### config.mk
export PLATFORM = sky130hd
export DESIGN_NAME = sort_n_seq
export DESIGN_NICKNAME = d
export VERILOG_FILES = /design/src/rtl/sort_n_seq.sv
export SDC_FILE = /design/constraint.sdc
export NUM_CORES = 1
export LEC_CHECK = 0
export BUFFER_PORTS_ARGS = -buffer_cell sky130_fd_sc_hd__buf_2
export CORE_MARGIN = 10
export CORE_UTILIZATION = 52
export CTS_CLUSTER_DIAMETER = 40
export DETAILED_ROUTE_END_ITERATION = 8
export GPL_ROUTABILITY_DRIVEN = 1
export GPL_TIMING_DRIVEN = 0
export PLACE_DENSITY = 0.73
export SLEW_MARGIN = 25
export SYNTH_ARGS = -nofsm -noshare
export SYNTH_HDL_FRONTEND = slang
export SYNTH_SLANG_ARGS = --single-unit
export TNS_END_PERCENT = 5
### constraint.sdc
create_clock -name clk -period 2.7 [get_ports clk]
set_clock_uncertainty 0.1 [all_clocks]
set_input_delay 0.27 -clock clk [delete_from_list [all_inputs] [get_ports clk]]
set_output_delay 0.27 -clock clk [all_outputs]
set_load 0.05 [all_outputs]
### src/rtl/sort_n_seq.sv
// sort_n_seq: collects N {signed value, index} records, sorts them in place
// with an N-phase odd-even transposition network (one phase per clock),
// then streams the sorted records out in ascending or descending order.
module sort_n_seq #(
  parameter int N     = 4,
  parameter int VAL_W = 6,
  parameter int IDX_W = 5
) (
  input  logic                   clk,
  input  logic                   rst,
  input  logic                   in_valid,
  output logic                   in_ready,
  input  logic [VAL_W+IDX_W-1:0] in_data,
  input  logic                   descend,
  output logic                   out_valid,
  input  logic                   out_ready,
  output logic [VAL_W+IDX_W-1:0] out_data,
  output logic                   out_last,
  output logic                   busy
);

  localparam int REC_W = VAL_W + IDX_W;
  localparam int CNT_W = $clog2(N);
  localparam logic [CNT_W-1:0] LAST = CNT_W'(N - 1);

  typedef enum logic [1:0] {LOAD, SORT, OUT} state_t;

  state_t           state, state_nxt;
  logic [CNT_W-1:0] wr_cnt, rd_cnt, phase;
  logic             desc;
  logic [REC_W-1:0] rec_buf [N];
  logic [REC_W-1:0] sorted  [N];

  // One transposition phase: even phases pair (0,1),(2,3)..., odd phases
  // pair (1,2),(3,4)...; swap only on strict disorder so ties stay stable.
  always_comb begin
    sorted = rec_buf;
    for (int unsigned i = 0; i < N - 1; i++) begin
      if (i[0] == phase[0]) begin
        if (desc ? ($signed(rec_buf[CNT_W'(i)][REC_W-1:IDX_W]) <
                    $signed(rec_buf[CNT_W'(i+1)][REC_W-1:IDX_W]))
                 : ($signed(rec_buf[CNT_W'(i)][REC_W-1:IDX_W]) >
                    $signed(rec_buf[CNT_W'(i+1)][REC_W-1:IDX_W]))) begin
          sorted[CNT_W'(i)]   = rec_buf[CNT_W'(i+1)];
          sorted[CNT_W'(i+1)] = rec_buf[CNT_W'(i)];
        end
      end
    end
  end

  // Next-state and handshake/output decode; outputs are pure functions of
  // state so reset drives them to their idle values asynchronously.
  always_comb begin
    state_nxt = state;
    in_ready  = 1'b0;
    out_valid = 1'b0;
    out_last  = 1'b0;
    busy      = 1'b0;
    out_data  = '0;
    case (state)
      LOAD: begin
        in_ready = 1'b1;
        if (in_valid && wr_cnt == LAST) state_nxt = SORT;
      end
      SORT: begin
        busy = 1'b1;
        if (phase == LAST) state_nxt = OUT;
      end
      OUT: begin
        busy      = 1'b1;
        out_valid = 1'b1;
        out_data  = rec_buf[rd_cnt];
        out_last  = (rd_cnt == LAST);
        if (out_ready && rd_cnt == LAST) state_nxt = LOAD;
      end
      default: state_nxt = LOAD;
    endcase
  end

  // State register, counters, order latch and record buffer.
  always_ff @(posedge clk or posedge rst) begin
    if (rst) begin
      state  <= LOAD;
      wr_cnt <= '0;
      rd_cnt <= '0;
      phase  <= '0;
      desc   <= 1'b0;
      for (int unsigned i = 0; i < N; i++) rec_buf[i] <= '0;
    end else begin
      state <= state_nxt;
      case (state)
        LOAD: begin
          if (in_valid) begin
            rec_buf[wr_cnt] <= in_data;
            if (wr_cnt == '0) desc <= descend;
            wr_cnt <= (wr_cnt == LAST) ? '0 : wr_cnt + 1'b1;
            phase  <= '0;
          end
        end
        SORT: begin
          rec_buf <= sorted;
          if (phase == LAST) begin
            phase  <= '0;
            rd_cnt <= '0;
          end else begin
            phase <= phase + 1'b1;
          end
        end
        OUT: begin
          if (out_ready) rd_cnt <= (rd_cnt == LAST) ? '0 : rd_cnt + 1'b1;
        end
        default: ;
      endcase
    end
  end

endmodule

==> results of run 1 <==
-- cells by family (layout without fill, tap and decap cells) --
kind of cell / Yosys count / in the layout
compound gates: 156 / 156
fa+ha+maj: 27 / 27
buf+inv: 83 / 142
flops: 53 / 53
mux: 34 / 34
simple gates: 160 / 160
-- final cells by class --
class | instances | share of cell area [%]
Sequential cell | 53 | 25.3
Buffer | 43 | 4.84
Clock buffer | 7 | 1.64
Clock inverter | 1 | 0.569
Tap cell | 105 | 2.49
Timing Repair Buffer | 53 | 6.71
Multi-Input combinational cell | 377 | 55.7
Inverter | 38 | 2.75
-- stage by stage --
stage          total power (W)  cell area [µm²]  utilization, %  hold slack (ns)  setup TNS, ns
6_report               0.00740             5280            63.9           0.0945        -0.0809
5_1_grt                0.00777             5280            63.9            0.112          -1.10
4_1_cts                0.00659             4940            59.8            0.100        -0.0775
3_5_place_dp           0.00581             4740            57.4            0.105          -8.40
3_3_place_gp           0.00569             4720            57.1            0.373          -8.32
2_1_floorplan          0.00459             4440               -            0.320              0
-- registers in the layout, summed over array words and instances (netlist names) --
signal and flops:
wr_cnt 2, desc 1, phase 2, state 2
rd_cnt 2, rec_buf 44
-- worst max-delay path, cell delays in order (launching register included) --
cell and delay, ns:
dfrtp_1 0.44, inv_1 0.09, ha_1 0.37, a211oi_1 0.29, nand2_1 0.10, o22ai_2 0.19
mux2i_2 0.35, buf_2 0.33, nor3b_1 0.28, a211oi_1 0.08
-- where the power goes --
group          internal, W  switching, W
Combinational      0.00218       0.00301
Clock             0.000303      0.000290
Sequential         0.00114      0.000467
-- per-layer routing --
| layer | track usage, % | up-vias |
|---|---|---|
| met5 | 0 | - |
| met4 | 9.56 | 0 |
| met3 | 5.91 | 71 |
| met2 | 36.9 | 381 |
| met1 | 32.2 | 2280 |
| li1 | - | 2033 |
-- worst max path at each step --
stage                     slack [ns]          end   startpoint  cells after the start
after floorplan                 0.04   rec_buf[0]     state[0]                      8
after global placement         -0.44  rec_buf[36]  rec_buf[31]                      9
after detailed placement       -0.46  rec_buf[40]  rec_buf[31]                      9
after CTS                      -0.04  rec_buf[24]  rec_buf[20]                      9
after global routing           -0.09  rec_buf[15]   rec_buf[9]                      9
final                          -0.05  rec_buf[17]   rec_buf[9]                      9
-- timing repair --
item                       CTS  global route
pin swaps                    2            10
gates cloned                 1             0
hold buffers                 1             0
setup buffers                3            17
hold endpoints to repair    13             0
resized for setup           26            57
setup endpoints to repair   44            46
-- layout by cell type, fill, tap and decap left out, drive strengths merged, types with 2 or more instances in the layout --
cell and count:
ha 27, o211ai 14, a21oi 18, o22ai 11, and3 25, o21ai 38, and2 12, nor2b 2
a22oi 5, nand2b 7, mux2 3, a31oi 3, a222oi 4, inv 38, a21o 3, mux4 11
a221o 23, buf 68, nand4 4, o31ai 6, a211oi 17, nor4b 2, dfrtp 53, clkbuf 34
nor2 42, nand2 34, nand3 15, o2111ai 6, or3 2, mux2i 20, nor3 4, nor3b 10
==> metrics.yaml, run 1 <==
worst_hold_path:
  hp-class: "in2reg"
  holdPathEnd: "desc"
  hold_depth: 2
  hp-start: "descend"
detailed_routing:
  routed.top_layer: "met4"
  finalWirelength_mm: 16.5
  vias: 4765
  firstDrtPassIters: 6
  drt_iter0_markers: 692
  wl_met3_mm: 2.15
  drt-met1-wl_mm: 6.37
  antenna_left: 0
  wl_per_cell_um: 24.4
  wl_met2_mm: 7.33
  routed_via_density: 7.04
  route.detailed.drc: 0
global_route:
  grt_pass1_vias: 4482
  grt_use_total_pct: 24.2
  grt_remaining_overflow: 0
  grt_max_degree: 41
  antenna_found_initial: 0
  grt_pass1_wl_mm: 24.8
clocking:
  clk_pin_slew_ns: 0.11
  cts-root-buf: "clkbuf_8"
  cts.path.max_buffers: 2
  clock_sinks: 53
  numCtsBuffers: 5
  tritoncts: "done"
  cts_max_level: 2
  clock_latency_ns: 0.32
timing:
  slew_headroom_pct: 46.4
  worst_pin_slew_ns: 0.804
  setup_violations: 4
  min_period_ns: 2.75
  hold_viol_final: 0
  finalMaxSlewViolations: 0
  setup_slack_ns: -0.0470
  rsz0062_at_grt: "true"
  fmax_ghz: 0.364
  fin_crit_sh_pct: 102
power_and_ir_drop:
  p_leak_nw: 2.40
  peakVddDrop_mv: 0.674
  power_density_nw_per_um2: 1400
floorplan:
  die_y_um: 112
  die_area_um2: 12600
  die_w_um: 112
  rows: 33
  pin_count: 31
  core_area_um2: 8260
  initial_utilization_pct: 53.7
critical_path:
  end_kind: "flop"
  arrival_ns: 2.86
  required_ns: 2.81
  r2r_end: "rec_buf[17]"
  reg2reg_depth: 9
  start_kind: "flop"
  r2r_slack_ns: -0.05
  criticalPathCategory: "reg2reg"
  path_max_fanout: 10
  r2r-start: "rec_buf[9]"
job:
  drv_cap: 0
layout:
  final_cell_count_no_fill: 677
  seq_area_um2: 1340
  fin_nets: 614
  nFillCells: 710
  drive_gt1_share_pct: 23.6
  multi_input_area_um2: 2940
  area_delta_synth_final_pct: 19.0
  diodes: 0
synth:
  synthFlopType: "dfrtp_1"
  synth_top_area_share_pct: 29.9
  async_flop_share_pct: 100
  synth_largest_area_cell: "dfrtp_1"
  synth_xor_area_share_pct: 0
  synth_nets: 556
  syn_area_um2: 4440
  synth-simple-area-share_pct: 19.0
  yosysWarnings: 0
  synth.top_cells.by_area: "dfrtp_1 30%, ha_1 7.6%, mux4_2 5.6%, a221o_1 5.2%, mux2i_1 4.3%"
  synth_cell_types: 53
  synthAdderAreaFrac_pct: 7.62
  synth_top_family_by_area: "compound AO/OA/AOI/OAI gates"
  synth_commonest_cells: "53 x dfrtp_1, 42 x nor2_1, 37 x inv_1, 37 x o21ai_0, 34 x nand2_1"
  ys_ff_latch: 53
  seq_area_frac_synth_pct: 29.9
  yosysMostFrequentCell: "dfrtp_1"
  synth_edf_count: 0
  synth_mux_area_share_pct: 10.9
  synth_compound_area_share_pct: 24.9
  avgSynthCellArea_um2: 8.65
  syn_inst: 513
place:
  dp_hpwl_mm: 10.6
  port_buffers: 30
  dp_slack_ns: -0.460
  dp_cells: 649
  gp_congestion: 0.944
run_status:
  outcome: "finished with violations"
  violations: "negative setup slack"
No activity file was read; power rests on OpenSTA's default activity.
==> inputs of run 2 (changes only) <==
--- a/config.mk
+++ b/config.mk
@@ -12,9 +12,9 @@
 export DETAILED_ROUTE_END_ITERATION = 8
 export GPL_ROUTABILITY_DRIVEN = 1
 export GPL_TIMING_DRIVEN = 0
-export PLACE_DENSITY = 0.73
+export PLACE_DENSITY_LB_ADDON = 0.15
 export SLEW_MARGIN = 25
 export SYNTH_ARGS = -nofsm -noshare
 export SYNTH_HDL_FRONTEND = slang
 export SYNTH_SLANG_ARGS = --single-unit
-export TNS_END_PERCENT = 5
+export TNS_END_PERCENT = 10
==> metrics.yaml, run 2 (same netlist as run 1, synthesis figures left out) <==
clocking:
  clock_sinks: 53  # unchanged
  clk_pin_slew_ns: 0.10  # about the same
  cts.path.max_buffers: 2  # unchanged
  numCtsBuffers: 5  # unchanged
  cts_max_level: 2  # unchanged
  tritoncts: "done"
  clock_latency_ns: 0.33  # about the same
  cts-root-buf: "clkbuf_8"
global_route:
  grt_pass1_vias: 4352  # -2.9%
  grt_max_degree: 38  # -7.3%
  grt_remaining_overflow: 0  # unchanged
  grt_use_total_pct: 23.6  # -0.63 points
  antenna_found_initial: 0  # unchanged
  grt_pass1_wl_mm: 24.1  # -2.9%
timing:
  finalMaxSlewViolations: 0  # unchanged
  min_period_ns: 2.67  # -0.0734 ns
  setup_violations: 0  # -4
  worst_pin_slew_ns: 0.737  # -0.0669 ns
  hold_viol_final: 0  # unchanged
  tns_ns: 0  # +0.0809 ns
  setup_slack_ns: 0.0265  # +0.0734 ns
  whs_ns: 0.0652  # -0.0293 ns
  fin_crit_sh_pct: 99.0  # -2.7 points
  slew_headroom_pct: 50.9  # +4.5 points
  fmax_ghz: 0.374  # +2.7%
  rsz0062_at_grt: "true"
worst_hold_path:
  hp-start: "descend"
  hp-class: "in2reg"
  hold_depth: 2  # unchanged
layout:
  area_delta_synth_final_pct: 20.5
  utilization_pct: 64.7  # +0.83 points
  diodes: 0  # unchanged
  final_area_um2: 5350  # +1.3%
  largest_reg_flops: 44  # unchanged
  top_register: "rec_buf"
  drive_gt1_share_pct: 24.5  # +0.88 points
  final_cell_mix: "47 x dfrtp_1, 42 x nor2_1, 35 x o21ai_0"
  fin_nets: 618  # +0.65%
  layout_commonest_cell: "dfrtp_1"
critical_path:
  r2r-start: "rec_buf[29]"
  reg2reg_depth: 11  # +2
  start_kind: "flop"
  r2r_slack_ns: 0.03  # +0.07 ns
  end_kind: "flop"
  required_ns: 2.87  # +0.06 ns
  crit_start: "rec_buf[29]"
  path_max_fanout: 8  # -2
  criticalPathCategory: "reg2reg"
  arrival_ns: 2.84  # -0.02 ns
floorplan:
  pin_count: 31  # unchanged
  core_area_um2: 8260  # unchanged
  rows: 33  # unchanged
  die_area_um2: 12600  # unchanged
  die_y_um: 112  # unchanged
  die_w_um: 112  # unchanged
  initial_utilization_pct: 53.7  # unchanged
job:
  drv_cap: 0  # unchanged
detailed_routing:
  firstDrtPassIters: 6  # unchanged
  wl_met3_mm: 2.16  # +0.42%
  wl_met2_mm: 6.96  # -5.0%
  finalWirelength_mm: 16.2  # -2.0%
  route.detailed.drc: 0  # unchanged
  drt-met1-wl_mm: 6.33  # -0.57%
  wl_per_cell_um: 23.8  # -2.6%
  drt_iter0_markers: 714  # +3.2%
  vias: 4706  # -1.2%
  routed.top_layer: "met4"
  antenna_left: 0  # unchanged
  routed_via_density: 6.91  # -1.8%
place:
  port_buffers: 30  # unchanged
  dp_hpwl_mm: 10.5  # -0.54%
  place_area_um2: 4740  # unchanged
  gp_congestion: 0.941  # -0.34%
  dp_slack_ns: -0.444  # +0.0169 ns
run_status:
  outcome: "complete, no violations"
power_and_ir_drop:
  switchingPower_w: 0.00376  # -0.38%
  peakVddDrop_mv: 0.895  # +33%
  p_leak_nw: 2.43  # +1.4%
  internal-power_w: 0.00371  # +2.4%
  switching_share_pct: 50.3  # -0.69 points
  power_density_nw_per_um2: 1400  # -0.31%
  pwr-share-comb_pct: 71.0  # +0.8 points
  seqPwrFrac_pct: 21.0  # -0.8 points
  clkPwrFrac_pct: 8.0  # about the same
[run 2: what timing repair did]
| item | CTS | global route |
|---|---|---|
| setup buffers | 5 | 17 |
| hold buffers | 1 | 0 |
| pin swaps | 2 | 10 |
| resized for setup | 32 | 56 |
| endpoints found under the hold margin | 16 | 0 |
| gates cloned | 1 | 1 |
| endpoints found under the setup margin | 44 | 46 |
[run 2: area by class of cell]
class | count | area, µm²
multi-input combinational | 377 | 2960
inverter | 38 | 145
timing repair buffer | 56 | 385
clock buffer | 7 | 86.3
fill | 694 | 2910
buffer | 44 | 274
clock inverter | 1 | 30.0
tap | 105 | 131
sequential | 53 | 1330
[run 2: power groups by stage]
stage | sequential, W | combinational (W) | clock [W]
after floorplan | 0.00142 | 0.00317 | 0
after global placement | 0.00155 | 0.00414 | 0
after detailed placement | 0.00156 | 0.00422 | 0
after CTS | 0.00155 | 0.00448 | 0.000594
after global routing | 0.00161 | 0.00561 | 0.000628
final | 0.00157 | 0.00530 | 0.000596
[run 2: worst max-delay path, cell delays in order (launching register included)]
cell and delay [ns]:
dfrtp_1 0.42, buf_6 0.15, inv_1 0.05, ha_1 0.28, nand4_1 0.14, o211ai_1 0.20, buf_4 0.14, mux2_4 0.31
buf_12 0.16, nor3_4 0.31, buf_6 0.19, a221o_1 0.16
[run 2: path summary, 6_finish.rpt]
kind | to
max reg2reg | rec_buf[36]
max in group asynchronous | rec_buf[17]
min in group asynchronous | rec_buf[8]
max | rec_buf[36]
min reg2reg | phase[1]
min | desc
[run 2: stage by stage]
stage	total power (W)	std cells
6_report	0.00747	681
5_1_grt	0.00785	681
4_1_cts	0.00662	663
3_5_place_dp	0.00578	649
3_3_place_gp	0.00570	648
2_1_floorplan	0.00459	513
[run 2: layer usage]
metal | GRT usage [%] | vias to the layer above
met1 | 32.4 | 2218
li1 | - | 2041
met5 | 0 | -
met4 | 10.3 | 0
met2 | 33.7 | 374
met3 | 6.55 | 73
==> inputs of run 3 (changes only) <==
--- a/config.mk
+++ b/config.mk
@@ -12,7 +12,9 @@
 export DETAILED_ROUTE_END_ITERATION = 8
 export GPL_ROUTABILITY_DRIVEN = 1
 export GPL_TIMING_DRIVEN = 0
+export HOLD_SLACK_MARGIN = 0.1
 export PLACE_DENSITY_LB_ADDON = 0.15
+export SKIP_CTS_REPAIR_TIMING = 1
 export SLEW_MARGIN = 25
 export SYNTH_ARGS = -nofsm -noshare
 export SYNTH_HDL_FRONTEND = slang
==> metrics.yaml, run 3 (same netlist as run 1, synthesis figures left out) <==
run_status:
  outcome: "finished with violations"
  violations: "negative setup slack"
power_and_ir_drop:
  power_density_nw_per_um2: 1380  # -1.5%
  p_leak_nw: 2.42  # -0.32%
  finalPower_w: 0.00723  # -3.3%
  clkPwrFrac_pct: 8.2  # +0.2 points
  peakVddDrop_mv: 0.862  # -3.7%
  pwr-share-comb_pct: 70.4  # -0.6 points
  switchingPower_w: 0.00367  # -2.3%
  switching_share_pct: 50.8  # +0.47 points
  seqPwrFrac_pct: 21.4  # +0.4 points
  internal-power_w: 0.00356  # -4.2%
detailed_routing:
  firstDrtPassIters: 5  # -1
  antenna_left: 0  # unchanged
  vias: 4678  # -0.59%
  drt_iter0_markers: 663  # -7.1%
  wl_per_cell_um: 23.3  # -2.0%
  finalWirelength_mm: 15.9  # -1.8%
  routed_via_density: 6.86  # -0.74%
  route.detailed.drc: 0  # unchanged
critical_path:
  required_ns: 2.83  # -0.04 ns
  criticalPathCategory: "reg2reg"
  arrival_ns: 2.87  # +0.03 ns
  path_max_fanout: 10  # +2
  end_kind: "flop"
  start_kind: "flop"
timing:
  fin_crit_sh_pct: 102  # +2.5 points
  min_period_ns: 2.74  # +0.0684 ns
  setup_violations: 3  # +3
  fmax_ghz: 0.365  # -2.5%
  tns_ns: -0.0984  # -0.0984 ns
  whs_ns: 0.190  # +0.124 ns
  finalMaxSlewViolations: 0  # unchanged
  setup_slack_ns: -0.0419  # -0.0684 ns
  worst_pin_slew_ns: 0.744  # +0.00705 ns
  slew_headroom_pct: 50.4  # -0.47 points
  rsz0062_at_grt: "true"
  hold_viol_final: 0  # unchanged
layout:
  utilization_pct: 63.6  # -1.2 points
  area_delta_synth_final_pct: 18.4
  top_register: "rec_buf"
  final_cell_mix: "49 x dfrtp_1, 42 x nor2_1, 36 x buf_2"
  fin_nets: 619  # +0.16%
  nFillCells: 724  # +4.3%
  layout_commonest_cell: "dfrtp_1"
  multi_input_area_um2: 2900  # -2.2%
  largest_reg_flops: 44  # unchanged
  seq_area_um2: 1330  # -0.19%
  drive_gt1_share_pct: 22.9  # -1.6 points
  diodes: 0  # unchanged
clocking:
  clock_latency_ns: 0.32  # about the same
  tritoncts: "done"
  cts.path.max_buffers: 2  # unchanged
  clock_sinks: 53  # unchanged
  clk_pin_slew_ns: 0.10  # about the same
  cts_max_level: 2  # unchanged
  cts-root-buf: "clkbuf_8"
  numCtsBuffers: 5  # unchanged
place:
  port_buffers: 30  # unchanged
  dp_hpwl_mm: 10.5  # unchanged
  gp_congestion: 0.941  # unchanged
global_route:
  grt_max_degree: 38  # unchanged
  grt_pass1_vias: 4287  # -1.5%
  grt_pass1_wl_mm: 23.5  # -2.3%
  grt_remaining_overflow: 0  # unchanged
  antenna_found_initial: 0  # unchanged
  grt_use_total_pct: 23.0  # -0.54 points
worst_hold_path:
  hp-class: "in2reg"
floorplan:
  die_w_um: 112  # unchanged
  pin_count: 31  # unchanged
  die_y_um: 112  # unchanged
  die_area_um2: 12600  # unchanged
  core_area_um2: 8260  # unchanged
  initial_utilization_pct: 53.7  # unchanged
  rows: 33  # unchanged
job:
  drv_cap: 0  # unchanged
==> run 3: final cells by class <==
cell class              count  area share (%)
clock buffers               7            1.64
multi-input cells         377            55.2
clock inverters             1           0.572
well taps                 105            2.50
inverters                  38            2.76
repair buffers             56            7.20
flip-flops and latches     53            25.4
plain buffers              45            4.79
==> run 3: path summary, 6_finish.rpt <==
path | from | end | slack, ns | depth (start not counted)
worst max-delay path | rec_buf[9] | rec_buf[14] | -0.04 | 9
worst min-delay path | out_ready | rd_cnt[1] | 0.19 | 3
worst max register to register | rec_buf[9] | rec_buf[14] | -0.04 | 9
worst min register to register | phase[1] | phase[1] | 0.42 | 2
max in group asynchronous | rst | rec_buf[18] | 1.68 | 4
min in group asynchronous | rst | rec_buf[4] | 0.32 | 3
==> run 3: per-layer routing <==
| metal | part of all wire [%] | vias up | global-route usage, % |
|---|---|---|---|
| met5 | 0 | - | 0 |
| met1 | 38 | 2214 | 31.4 |
| met2 | 44 | 357 | 33.4 |
| met3 | 14 | 55 | 6.82 |
| li1 | - | 2052 | - |
| met4 | 3.1 | 0 | 9.14 |
==> run 3: power by group through the flow <==
stage | Sequential (W) | Clock, W | Combinational [W]
after detailed placement | 0.00156 | 0 | 0.00422
after global routing | 0.00159 | 0.000626 | 0.00542
after floorplan | 0.00142 | 0 | 0.00317
after CTS | 0.00155 | 0.000594 | 0.00424
after global placement | 0.00155 | 0 | 0.00414
final | 0.00155 | 0.000594 | 0.00509
==> run 3: worst max-delay path, cell delays in order, from the launching register on <==
cell      delay (ns)
dfrtp_1         0.44
inv_1           0.09
ha_1            0.34
a211oi_1        0.23
nand2_1         0.09
o22ai_2         0.19
mux2i_2         0.44
clkbuf_4        0.35
a211oi_1        0.09
a211oi_1        0.28
==> run 3: stage by stage <==
stage | setup WS, ns | cells | cell area [µm²]
floorplan | 0.0410 | 513 | 4440
CTS | -0.508 | 657 | 4860
global route | -0.0892 | 682 | 5250
global placement | -0.438 | 648 | 4720
finish | -0.0419 | 682 | 5250
detailed placement | -0.444 | 649 | 4740
